===== src/rtl/tx_port_arbiter_if.sv =====
// AXI-Stream bundle carrying LANES parallel lanes.
// The arbiter takes the multi-lane source side and drives the single-lane TX side.
interface tx_port_arbiter_if #(
  parameter int DATA_WIDTH = 8,
  parameter int LANES      = 1
);
  logic [LANES*DATA_WIDTH-1:0]   tdata;
  logic [LANES*DATA_WIDTH/8-1:0] tstrb;
  logic [LANES-1:0]              tvalid;
  logic [LANES-1:0]              tlast;
  logic [LANES-1:0]              tready;

  modport master (
    output tdata, tstrb, tvalid, tlast,
    input  tready
  );

  modport slave (
    input  tdata, tstrb, tvalid, tlast,
    output tready
  );
endinterface


===== src/rtl/tx_port_arbiter.sv =====
// Packet-granular round-robin arbiter feeding the 1G TX datapath.
// Grants one source per packet, forwards it until tlast, then idles GAP_CYCLES.
module tx_port_arbiter #(
  parameter int DATA_WIDTH     = 8,
  parameter int NUM_QUEUES     = 4,
  parameter int QUEUE_ID_WIDTH = 2,
  parameter int GAP_CYCLES     = 2
) (
  input  logic                      clk,
  input  logic                      resetn,
  tx_port_arbiter_if.slave          s,
  tx_port_arbiter_if.master         m,
  input  logic [NUM_QUEUES-1:0]     queue_en,
  output logic [QUEUE_ID_WIDTH-1:0] grant_id,
  output logic                      busy,
  output logic                      pkt_done
);
  localparam int SW = DATA_WIDTH / 8;
  localparam logic [QUEUE_ID_WIDTH-1:0] LAST_Q =
    QUEUE_ID_WIDTH'(NUM_QUEUES - 1);
  localparam logic [7:0] GAP_END =
    (GAP_CYCLES > 0) ? 8'(GAP_CYCLES - 1) : 8'd0;

  typedef enum logic [1:0] {
    IDLE,
    SEND,
    GAP
  } state_t;

  state_t state;
  state_t state_nxt;

  logic [QUEUE_ID_WIDTH-1:0] rr_ptr;
  logic [QUEUE_ID_WIDTH-1:0] rr_nxt;
  logic [QUEUE_ID_WIDTH-1:0] grant_nxt;
  logic [QUEUE_ID_WIDTH-1:0] pick;
  logic [7:0]                gap_cnt;
  logic [7:0]                gap_nxt;
  logic [NUM_QUEUES-1:0]     cand;
  logic                      found;
  logic                      xfer;

  assign cand = s.tvalid & queue_en;

  // Scan rr_ptr+1 .. rr_ptr+NUM_QUEUES, wrapping at NUM_QUEUES
  always_comb begin
    int                        idx;
    logic [QUEUE_ID_WIDTH-1:0] qi;
    found = 1'b0;
    pick  = '0;
    idx   = 0;
    qi    = '0;
    for (int k = 1; k <= NUM_QUEUES; k++) begin
      idx = (int'(rr_ptr) + k) % NUM_QUEUES;
      qi  = QUEUE_ID_WIDTH'(idx);
      if (!found && cand[qi]) begin
        found = 1'b1;
        pick  = qi;
      end
    end
  end

  always_comb begin
    state_nxt = state;
    rr_nxt    = rr_ptr;
    grant_nxt = grant_id;
    gap_nxt   = gap_cnt;
    m.tdata   = '0;
    m.tstrb   = '0;
    m.tvalid  = 1'b0;
    m.tlast   = 1'b0;
    s.tready  = '0;
    busy      = 1'b0;
    pkt_done  = 1'b0;
    xfer      = 1'b0;
    unique case (state)
      IDLE: begin
        if (found) begin
          grant_nxt = pick;
          state_nxt = SEND;
        end
      end
      SEND: begin
        busy = 1'b1;
        for (int i = 0; i < NUM_QUEUES; i++) begin
          if (grant_id == QUEUE_ID_WIDTH'(i)) begin
            m.tdata     = s.tdata[i*DATA_WIDTH +: DATA_WIDTH];
            m.tstrb     = s.tstrb[i*SW +: SW];
            m.tvalid    = s.tvalid[i];
            m.tlast     = s.tlast[i];
            s.tready[i] = m.tready;
          end
        end
        xfer = m.tvalid & m.tready;
        // Served queue drops to lowest priority for the next scan
        if (xfer && m.tlast) begin
          pkt_done  = 1'b1;
          rr_nxt    = grant_id;
          gap_nxt   = '0;
          state_nxt = (GAP_CYCLES > 0) ? GAP : IDLE;
        end
      end
      GAP: begin
        if (gap_cnt == GAP_END) begin
          state_nxt = IDLE;
        end else begin
          gap_nxt = gap_cnt + 8'd1;
        end
      end
      default: state_nxt = IDLE;
    endcase
  end

  always_ff @(posedge clk) begin
    if (!resetn) begin
      state    <= IDLE;
      rr_ptr   <= LAST_Q;
      grant_id <= '0;
      gap_cnt  <= '0;
    end else begin
      state    <= state_nxt;
      rr_ptr   <= rr_nxt;
      grant_id <= grant_nxt;
      gap_cnt  <= gap_nxt;
    end
  end
endmodule


===== src/flat_wrapper.sv =====
// flat-port wrapper written by rule: the top's interface ports become plain ports
module tx_port_arbiter_flat 
#(
  parameter int DATA_WIDTH     = 8,
  parameter int NUM_QUEUES     = 4,
  parameter int QUEUE_ID_WIDTH = 2,
  parameter int GAP_CYCLES     = 2
)
  (clk, resetn, queue_en, grant_id, busy, pkt_done, s_tdata, s_tstrb, s_tvalid, s_tlast, s_tready, m_tdata, m_tstrb, m_tvalid, m_tlast, m_tready);
  tx_port_arbiter_if #(.DATA_WIDTH(DATA_WIDTH), .LANES((4))) s_i ();
  tx_port_arbiter_if #(.DATA_WIDTH(DATA_WIDTH), .LANES(1)) m_i ();
  input  logic clk;
  input  logic resetn;
  input  logic [NUM_QUEUES-1:0] queue_en;
  output logic [QUEUE_ID_WIDTH-1:0] grant_id;
  output logic busy;
  output logic pkt_done;
  input wire logic [$bits(s_i.tdata)-1:0] s_tdata;
  input wire logic [$bits(s_i.tstrb)-1:0] s_tstrb;
  input wire logic [$bits(s_i.tvalid)-1:0] s_tvalid;
  input wire logic [$bits(s_i.tlast)-1:0] s_tlast;
  output wire logic [$bits(s_i.tready)-1:0] s_tready;
  output wire logic [$bits(m_i.tdata)-1:0] m_tdata;
  output wire logic [$bits(m_i.tstrb)-1:0] m_tstrb;
  output wire logic [$bits(m_i.tvalid)-1:0] m_tvalid;
  output wire logic [$bits(m_i.tlast)-1:0] m_tlast;
  input wire logic [$bits(m_i.tready)-1:0] m_tready;
  assign s_i.tdata = s_tdata;
  assign s_i.tstrb = s_tstrb;
  assign s_i.tvalid = s_tvalid;
  assign s_i.tlast = s_tlast;
  assign s_tready = s_i.tready;
  assign m_tdata = m_i.tdata;
  assign m_tstrb = m_i.tstrb;
  assign m_tvalid = m_i.tvalid;
  assign m_tlast = m_i.tlast;
  assign m_i.tready = m_tready;
  tx_port_arbiter #(.DATA_WIDTH(DATA_WIDTH), .NUM_QUEUES(NUM_QUEUES), .QUEUE_ID_WIDTH(QUEUE_ID_WIDTH), .GAP_CYCLES(GAP_CYCLES)) u_core (.clk(clk), .resetn(resetn), .s(s_i), .m(m_i), .queue_en(queue_en), .grant_id(grant_id), .busy(busy), .pkt_done(pkt_done));
endmodule

===== config.mk =====
export PLATFORM = sky130hd
export DESIGN_NAME = tx_port_arbiter_flat
export DESIGN_NICKNAME = d
export VERILOG_FILES = /design/src/rtl/tx_port_arbiter_if.sv /design/src/rtl/tx_port_arbiter.sv /design/src/flat_wrapper.sv
export SDC_FILE = /design/constraint.sdc
export NUM_CORES = 1
export LEC_CHECK = 0
export CELL_PAD_IN_SITES_DETAIL_PLACEMENT = 1
export CELL_PAD_IN_SITES_GLOBAL_PLACEMENT = 2
export CORE_MARGIN = 3
export CORE_UTILIZATION = 21
export CTS_CLUSTER_SIZE = 14
export DETAILED_ROUTE_END_ITERATION = 10
export GPL_ROUTABILITY_DRIVEN = 0
export GPL_TIMING_DRIVEN = 0
export PLACE_DENSITY = 0.87
export REMOVE_ABC_BUFFERS = 1
export SETUP_SLACK_MARGIN = 0.02
export SLEW_MARGIN = 20
export SYNTH_ARGS = -nofsm -noshare
export SYNTH_HDL_FRONTEND = slang
export SYNTH_SLANG_ARGS = --single-unit

===== constraint.sdc =====
create_clock -name clk -period 3.1 [get_ports clk]
set_clock_uncertainty 0.2 [all_clocks]
set_input_delay 0.93 -clock clk [delete_from_list [all_inputs] [get_ports clk]]
set_output_delay 0.93 -clock clk [all_outputs]
set_load 0.05 [all_outputs]

==> results.cfg, run 1 <==
[critical_path]
reg2reg_depth = 5
crit_fanout = 1
endpoint_kind = primary output
start_kind = primary input
worst_ep_required_time_ps = 1970
cp.arrival_ps = 1940
criticalPathCategory = in2out

[clocking]
clock_latency_ps = 250
clk_pin_slew_ps = 70
cts-hold-fix-buffers = 0
clk_path_buf_depth = 2
cts_tree = done
root_buffer = clkbuf_8
numCtsBuffers = 3
cts_sinks = 14
cts-htree-levels = 1

[sta]
slew_violations = 0
relSlewSlack_pct = 49.7
finalHoldViolCount = 0
rsz0062_at_grt = yes
whs_ps = 335
fin_tns_setup_ps = 0
final.period_utilization_pct = 99.1
period_minus_slack_ps = 3070
worst_slack_ps = 29.2
final-setup-viol-count = 0
worst_pin_slew_ps = 745
fmax_mhz = 326

[power_and_ir_drop]
p_seq_share_pct = 24.0
p_leak_nw = 0.851
p_int_mw = 0.546
power_density_nw_per_um2 = 427
p_sw_mw = 0.375
power_frac_comb_pct = 55.6
netSwitchingFraction_pct = 40.7
pwr-share-clk_pct = 20.4
total_power_mw = 0.921
ir_drop_v = 0.000181

[drt]
vias = 1494
vias_per_cell = 5.06
dr.pass1.iters = 4
drcViolationCount = 0
antenna_left = 0
drtIter0Drc = 42
wl_per_cell_um = 16.6
finalWirelength_um = 4890

[grt]
grtUsageMet3_pct = 0.971
antenna_found_initial = 0
grt_pass1_vias = 1568
met1_usage_pct = 15.9
grt-ovfl-total = 0
busiest_layer = met2
grt_max_degree = 22
grt.total_usage_pct = 12.9
use_met2_pct = 23.3
grt_first_pass_wirelength_um = 7730

[placed_design]
dp_hpwl_um = 3790
pre_cts_ws_ps = -994
port_buffers = 69

[finish]
diodes = 0
drive_gt1_share_pct = 26.4
fin_util_pct = 36.0
layout.nets = 277
syn2layout_area_growth_pct = 64.5

[flow_run]
maxCapViolCount = 0

[yosys]
avgSynthCellArea_um2 = 8.52
yosysSeqAreaShare_pct = 21.4
ys_ff_latch = 14
yosys_warnings = 0
synthArstFlopShare_pct = 0
synth_area_um2 = 1310
yosysUniqueCellTypes = 42
synth_flop_cell = dfxtp_1
synthCells = 154
synth_edf_count = 0

[worst_hold_path]
hold_class = reg2reg
hold_depth = 2

[floorplanning]
fp.coreArea_um2 = 5990
die_w_um = 85.1
ios = 70
row_count = 28
die_area_um2 = 7230
start_util_pct = 21.9
die_height_um = 85.1

[status]
status = finished clean
## Yosys cell counts, types with 3 or more instances
cell type / instances / share of area [%]
nand3_1: 5 / 1.9
o21ai_0: 4 / 1.5
ha_1: 5 / 4.8
clkbuf_1: 8 / 2.3
inv_1: 9 / 2.6
nand2_1: 19 / 5.4
nor2_1: 4 / 1.1
a21oi_1: 10 / 3.8
o32ai_1: 3 / 2.0
nor3_1: 4 / 1.5
o211ai_1: 5 / 2.9
mux4_2: 11 / 19
nor2b_1: 3 / 1.4
dfxtp_1: 14 / 21
a221oi_1: 3 / 2.0
and2_1: 13 / 6.2
## sequential cells by signal, indices dropped and copies added (netlist names)
name             count
u_core.gap_cnt       8
u_core.grant_id      2
u_core.rr_ptr        2
u_core.state         2
## per-stage QoR
step	instance area (um^2)	instances
CTS	2140	295
finish	2160	295
floorplan	1270	144
detailed placement	2060	288
global placement	2060	288
global route	2160	295
## worst max-delay path, cell delays in order
cell,delay (ps)
dlygate4sd2_1,230
mux4_2,460
and2_4,180
buf_8,140
## routing by layer
layer / vias to the layer above / share of wire [%]
li1: 725 / -
met1: 725 / 42
met2: 34 / 53
met3: 10 / 2.5
met4: 0 / 2.4
met5: - / 0
## cell families (layout without fill, tap and decap cells)
| kind of cell | count (synthesis) | after routing | share of synthesized area [%] |
|---|---|---|---|
| AO/OA/AOI/OAI | 42 | 42 | 22.9 |
| adder cells (fa/ha/maj) | 5 | 5 | 4.77 |
| buffers and inverters | 19 | 85 | 5.53 |
| flip-flops | 14 | 14 | 21.4 |
| multiplexers | 12 | 12 | 19.6 |
| AND/OR/NAND/NOR | 62 | 62 | 25.8 |
## worst paths after layout
check | slack [ps] | start | end
min | 330 | u_core.rr_ptr[0] | u_core.rr_ptr[0]
max reg2reg | 460 | u_core.grant_id[1] | u_core.gap_cnt[5]
max | 30 | s_tdata[23] | m_tdata[7]
min reg2reg | 330 | u_core.rr_ptr[0] | u_core.rr_ptr[0]
## power by group through the flow
stage                     registers (mW)  logic, mW  clock network (mW)
after floorplan                    0.229      0.279                   0
after global placement             0.225      0.462                   0
after detailed placement           0.224      0.466                   0
after CTS                          0.221      0.510               0.190
after global routing               0.226      0.547               0.205
final                              0.221      0.512               0.188
## what timing repair did
action / in CTS / in global routing
endpoints found under the setup margin: 19 / 9
resized for setup: 196 / 26
pin swaps: 1 / 1
setup buffers: 3 / 0
## layout make-up
cell class	instances	area, um^2
Sequential cell	14	285
Multi-Input combinational cell	121	990
Fill cell	708	3830
Tap cell	75	93.8
Timing Repair Buffer	72	702
Inverter	9	33.8
Clock buffer	4	55.1
## cells in the final DEF (no fill, tap or decap), drive strengths merged, types with 5 or more instances in the layout
master          n
nand2          19
clkbuf          9
buf            22
nand3           5
ha              5
clkdlybuf4s50   7
inv             9
dlygate4sd2    20
dfxtp          14
mux4           11
o211ai          5
clkdlybuf4s15  18
a21oi          10
and2           13
No activity file was read; power rests on OpenSTA's default activity.
==> run 2: changes to the inputs <==
ABC_AREA = 1   (was default)
CORE_UTILIZATION = 20   (was 21)
CTS_CLUSTER_DIAMETER = 40   (was default)
PLACE_DENSITY = 0.88   (was 0.87)
==> run 2 against run 1 <==
  * Critical path depth rose by 2
  * Sequential share of layout area fell by 1.0 points
  * Synthesized cell count rose by 58%
  * Worst setup slack improved by 49 ps
  * Clock-buffer cell count fell by 1
  * Critical path type unchanged
  * Die area rose by 17%
  * Maximum frequency rose by 1.6%
  * Clock power fell by 18%
  * Register-to-register slack improved by 610 ps
  * Final area rose by 9.2%
==> results.cfg, run 2 <==
[drt]
drcViolationCount = 0
vias = 1856
finalWirelength_um = 5820
dr.pass1.iters = 4
antenna_left = 0
vias_per_cell = 4.54
drtIter0Drc = 59
wl_per_cell_um = 14.2

[finish]
diodes = 0
largest_reg_flops = 8
layout.nets = 371
final_common_cell = nand2_1
multi_input_area_um2 = 1110
largest-register = u_core.gap_cnt
fillCellCount = 913
regArea_um2 = 288
drive_gt1_share_pct = 17.6
syn2layout_area_growth_pct = 59.7
most-common-layout-cells = 72 x nand2_1, 33 x clkdlybuf4s50_1, 28 x nor2_1

[sta]
final.period_utilization_pct = 97.5
worst_slack_ps = 78.2
slew_violations = 0
rsz0062_at_grt = yes
final-setup-viol-count = 0
whs_ps = 285
relSlewSlack_pct = 66.9
worst_pin_slew_ps = 496
finalHoldViolCount = 0
period_minus_slack_ps = 3020
fmax_mhz = 331
fin_tns_setup_ps = 0

[critical_path]
start_kind = primary input
reg2reg_depth = 10
crit_fanout = 3
r2r_start = u_core.grant_id[1]
r2r_end = u_core.gap_cnt[7]
criticalPathCategory = in2out
r2r_setup_slack_ps = 1070
worst_ep_required_time_ps = 1970
endpoint_kind = primary output
cp.arrival_ps = 1890

[grt]
grt_first_pass_wirelength_um = 9290
grt-ovfl-total = 0
antenna_found_initial = 0
grt_max_degree = 15
grt_pass1_vias = 1862
grt.total_usage_pct = 13.4

[floorplanning]
start_util_pct = 21.1
ios = 70
die_area_um2 = 8450
die_w_um = 91.9
fp.coreArea_um2 = 6980
row_count = 30
die_height_um = 91.9

[clocking]
cts_sinks = 14
clock_latency_ps = 250
cts-htree-levels = 1
clk_pin_slew_ps = 60
cts_tree = done
clk_path_buf_depth = 2
numCtsBuffers = 3
root_buffer = clkbuf_8

[yosys]
synthCells = 244
yosys_warnings = 0
synth_top_area_share_pct = 19.1
synth_flop_cell = dfxtp_1
synth_area_leaders = nand2_1 19%, dfxtp_1 19%, nor2_1 7.9%
avgSynthCellArea_um2 = 6.05
ys_ff_latch = 14
yosysSeqAreaShare_pct = 19.0
synth_most_common_cell = nand2_1
synth_commonest_cells = 75 x nand2_1, 31 x nor2_1, 23 x inv_1
yosysTopAreaCell = nand2_1
synth_edf_count = 0
yosysUniqueCellTypes = 33
synth_area_um2 = 1480
synthArstFlopShare_pct = 0

[placed_design]
port_buffers = 69
pre_cts_ws_ps = -994
dp_hpwl_um = 4460

[power_and_ir_drop]
power_density_nw_per_um2 = 835
p_leak_nw = 1.11
ir_drop_v = 0.000211

[worst_hold_path]
hold-path-endpoint = u_core.gap_cnt[3]
hold_depth = 2
hold_start = u_core.gap_cnt[3]
hold_class = reg2reg

[flow_run]
maxCapViolCount = 0

[status]
status = finished clean
-- run 2: changes by cell type after synthesis, sizes merged, moves of 8 or more --
| cell | previous run | this run |
|---|---|---|
| and2 | 13 | 0 |
| inv | 9 | 27 |
| nor2 | 4 | 32 |
| nand2 | 19 | 80 |
| nand3 | 5 | 18 |
| o21ai | 4 | 13 |
| clkbuf | 8 | 0 |
| a21oi | 10 | 19 |
| mux4 | 11 | 0 |
-- run 2: metal layers --
layer  GRT usage, %  up-vias  wire [um]
met5              0        -          0
met4           1.86        0         21
met3           2.38        4        241
met2           23.7       47       2730
met1           17.3      864       2820
li1               -      941          -
-- run 2: layout make-up --
class / instances / share of cell area, %
flip-flops and latches: 14 / 12.2
well taps: 96 / 5.09
repair buffers: 72 / 29.2
clock buffers: 3 / 1.75
inverters: 29 / 4.83
multi-input cells: 195 / 46.9
-- run 2: through the flow --
| step | power (mW) | instance area (um^2) | cells | utilization (%) |
|---|---|---|---|---|
| 2_1_floorplan | 1.26 | 1430 | 238 | - |
| 3_3_place_gp | 1.71 | 2240 | 403 | 32.1 |
| 3_5_place_dp | 1.72 | 2240 | 403 | 32.1 |
| 4_1_cts | 1.93 | 2300 | 407 | 32.9 |
| 5_1_grt | 2.13 | 2360 | 409 | 33.8 |
| 6_report | 1.97 | 2360 | 409 | 33.8 |
-- run 2: worst max path at each step --
stage / start / to / slack (ps) / depth (start not counted)
global placement: s_tlast[1] / pkt_done / -980 / 8
detailed placement: s_tlast[1] / pkt_done / -990 / 8
global route: s_tdata[20] / m_tdata[4] / -0.1 / 6
CTS: s_tdata[7] / m_tdata[7] / -20 / 5
floorplan: u_core.grant_id[0] / m_tdata[1] / -410 / 5
finish: s_tlast[3] / pkt_done / 80 / 6
-- run 2: what timing repair did --
item                                    4_1_cts  5_1_grt
endpoints found under the setup margin       17       11
pin swaps                                    16        7
setup buffers                                 1        2
hold buffers                                  0        0
gates resized for setup                     126       19
hold endpoints to repair                      0        0
-- run 2: worst max-delay path: stages --
cell             delay, ps
clkdlybuf4s50_1        470
nand2_2                 70
nand2_4                 60
nand3_4                 70
nor2_4                 120
buf_8                  160
-- run 2: cells by family after synthesis --
group	after synthesis	share of synthesized area, %
simple gates	142	44.2
xor+xnor	5	3.47
buf+inv	35	10.9
flops	14	19.0
compound gates	43	18.1
fa+ha+maj	5	4.24
-- run 2: power by group --
group	leakage [nW]	internal (mW)	total, mW	switching (mW)
sequential	0.115	0.229	0.332	0.103
clock	0.0216	0.0861	0.154	0.0679
combinational	0.976	0.498	1.48	0.985
total	1.11	0.813	1.97	1.16
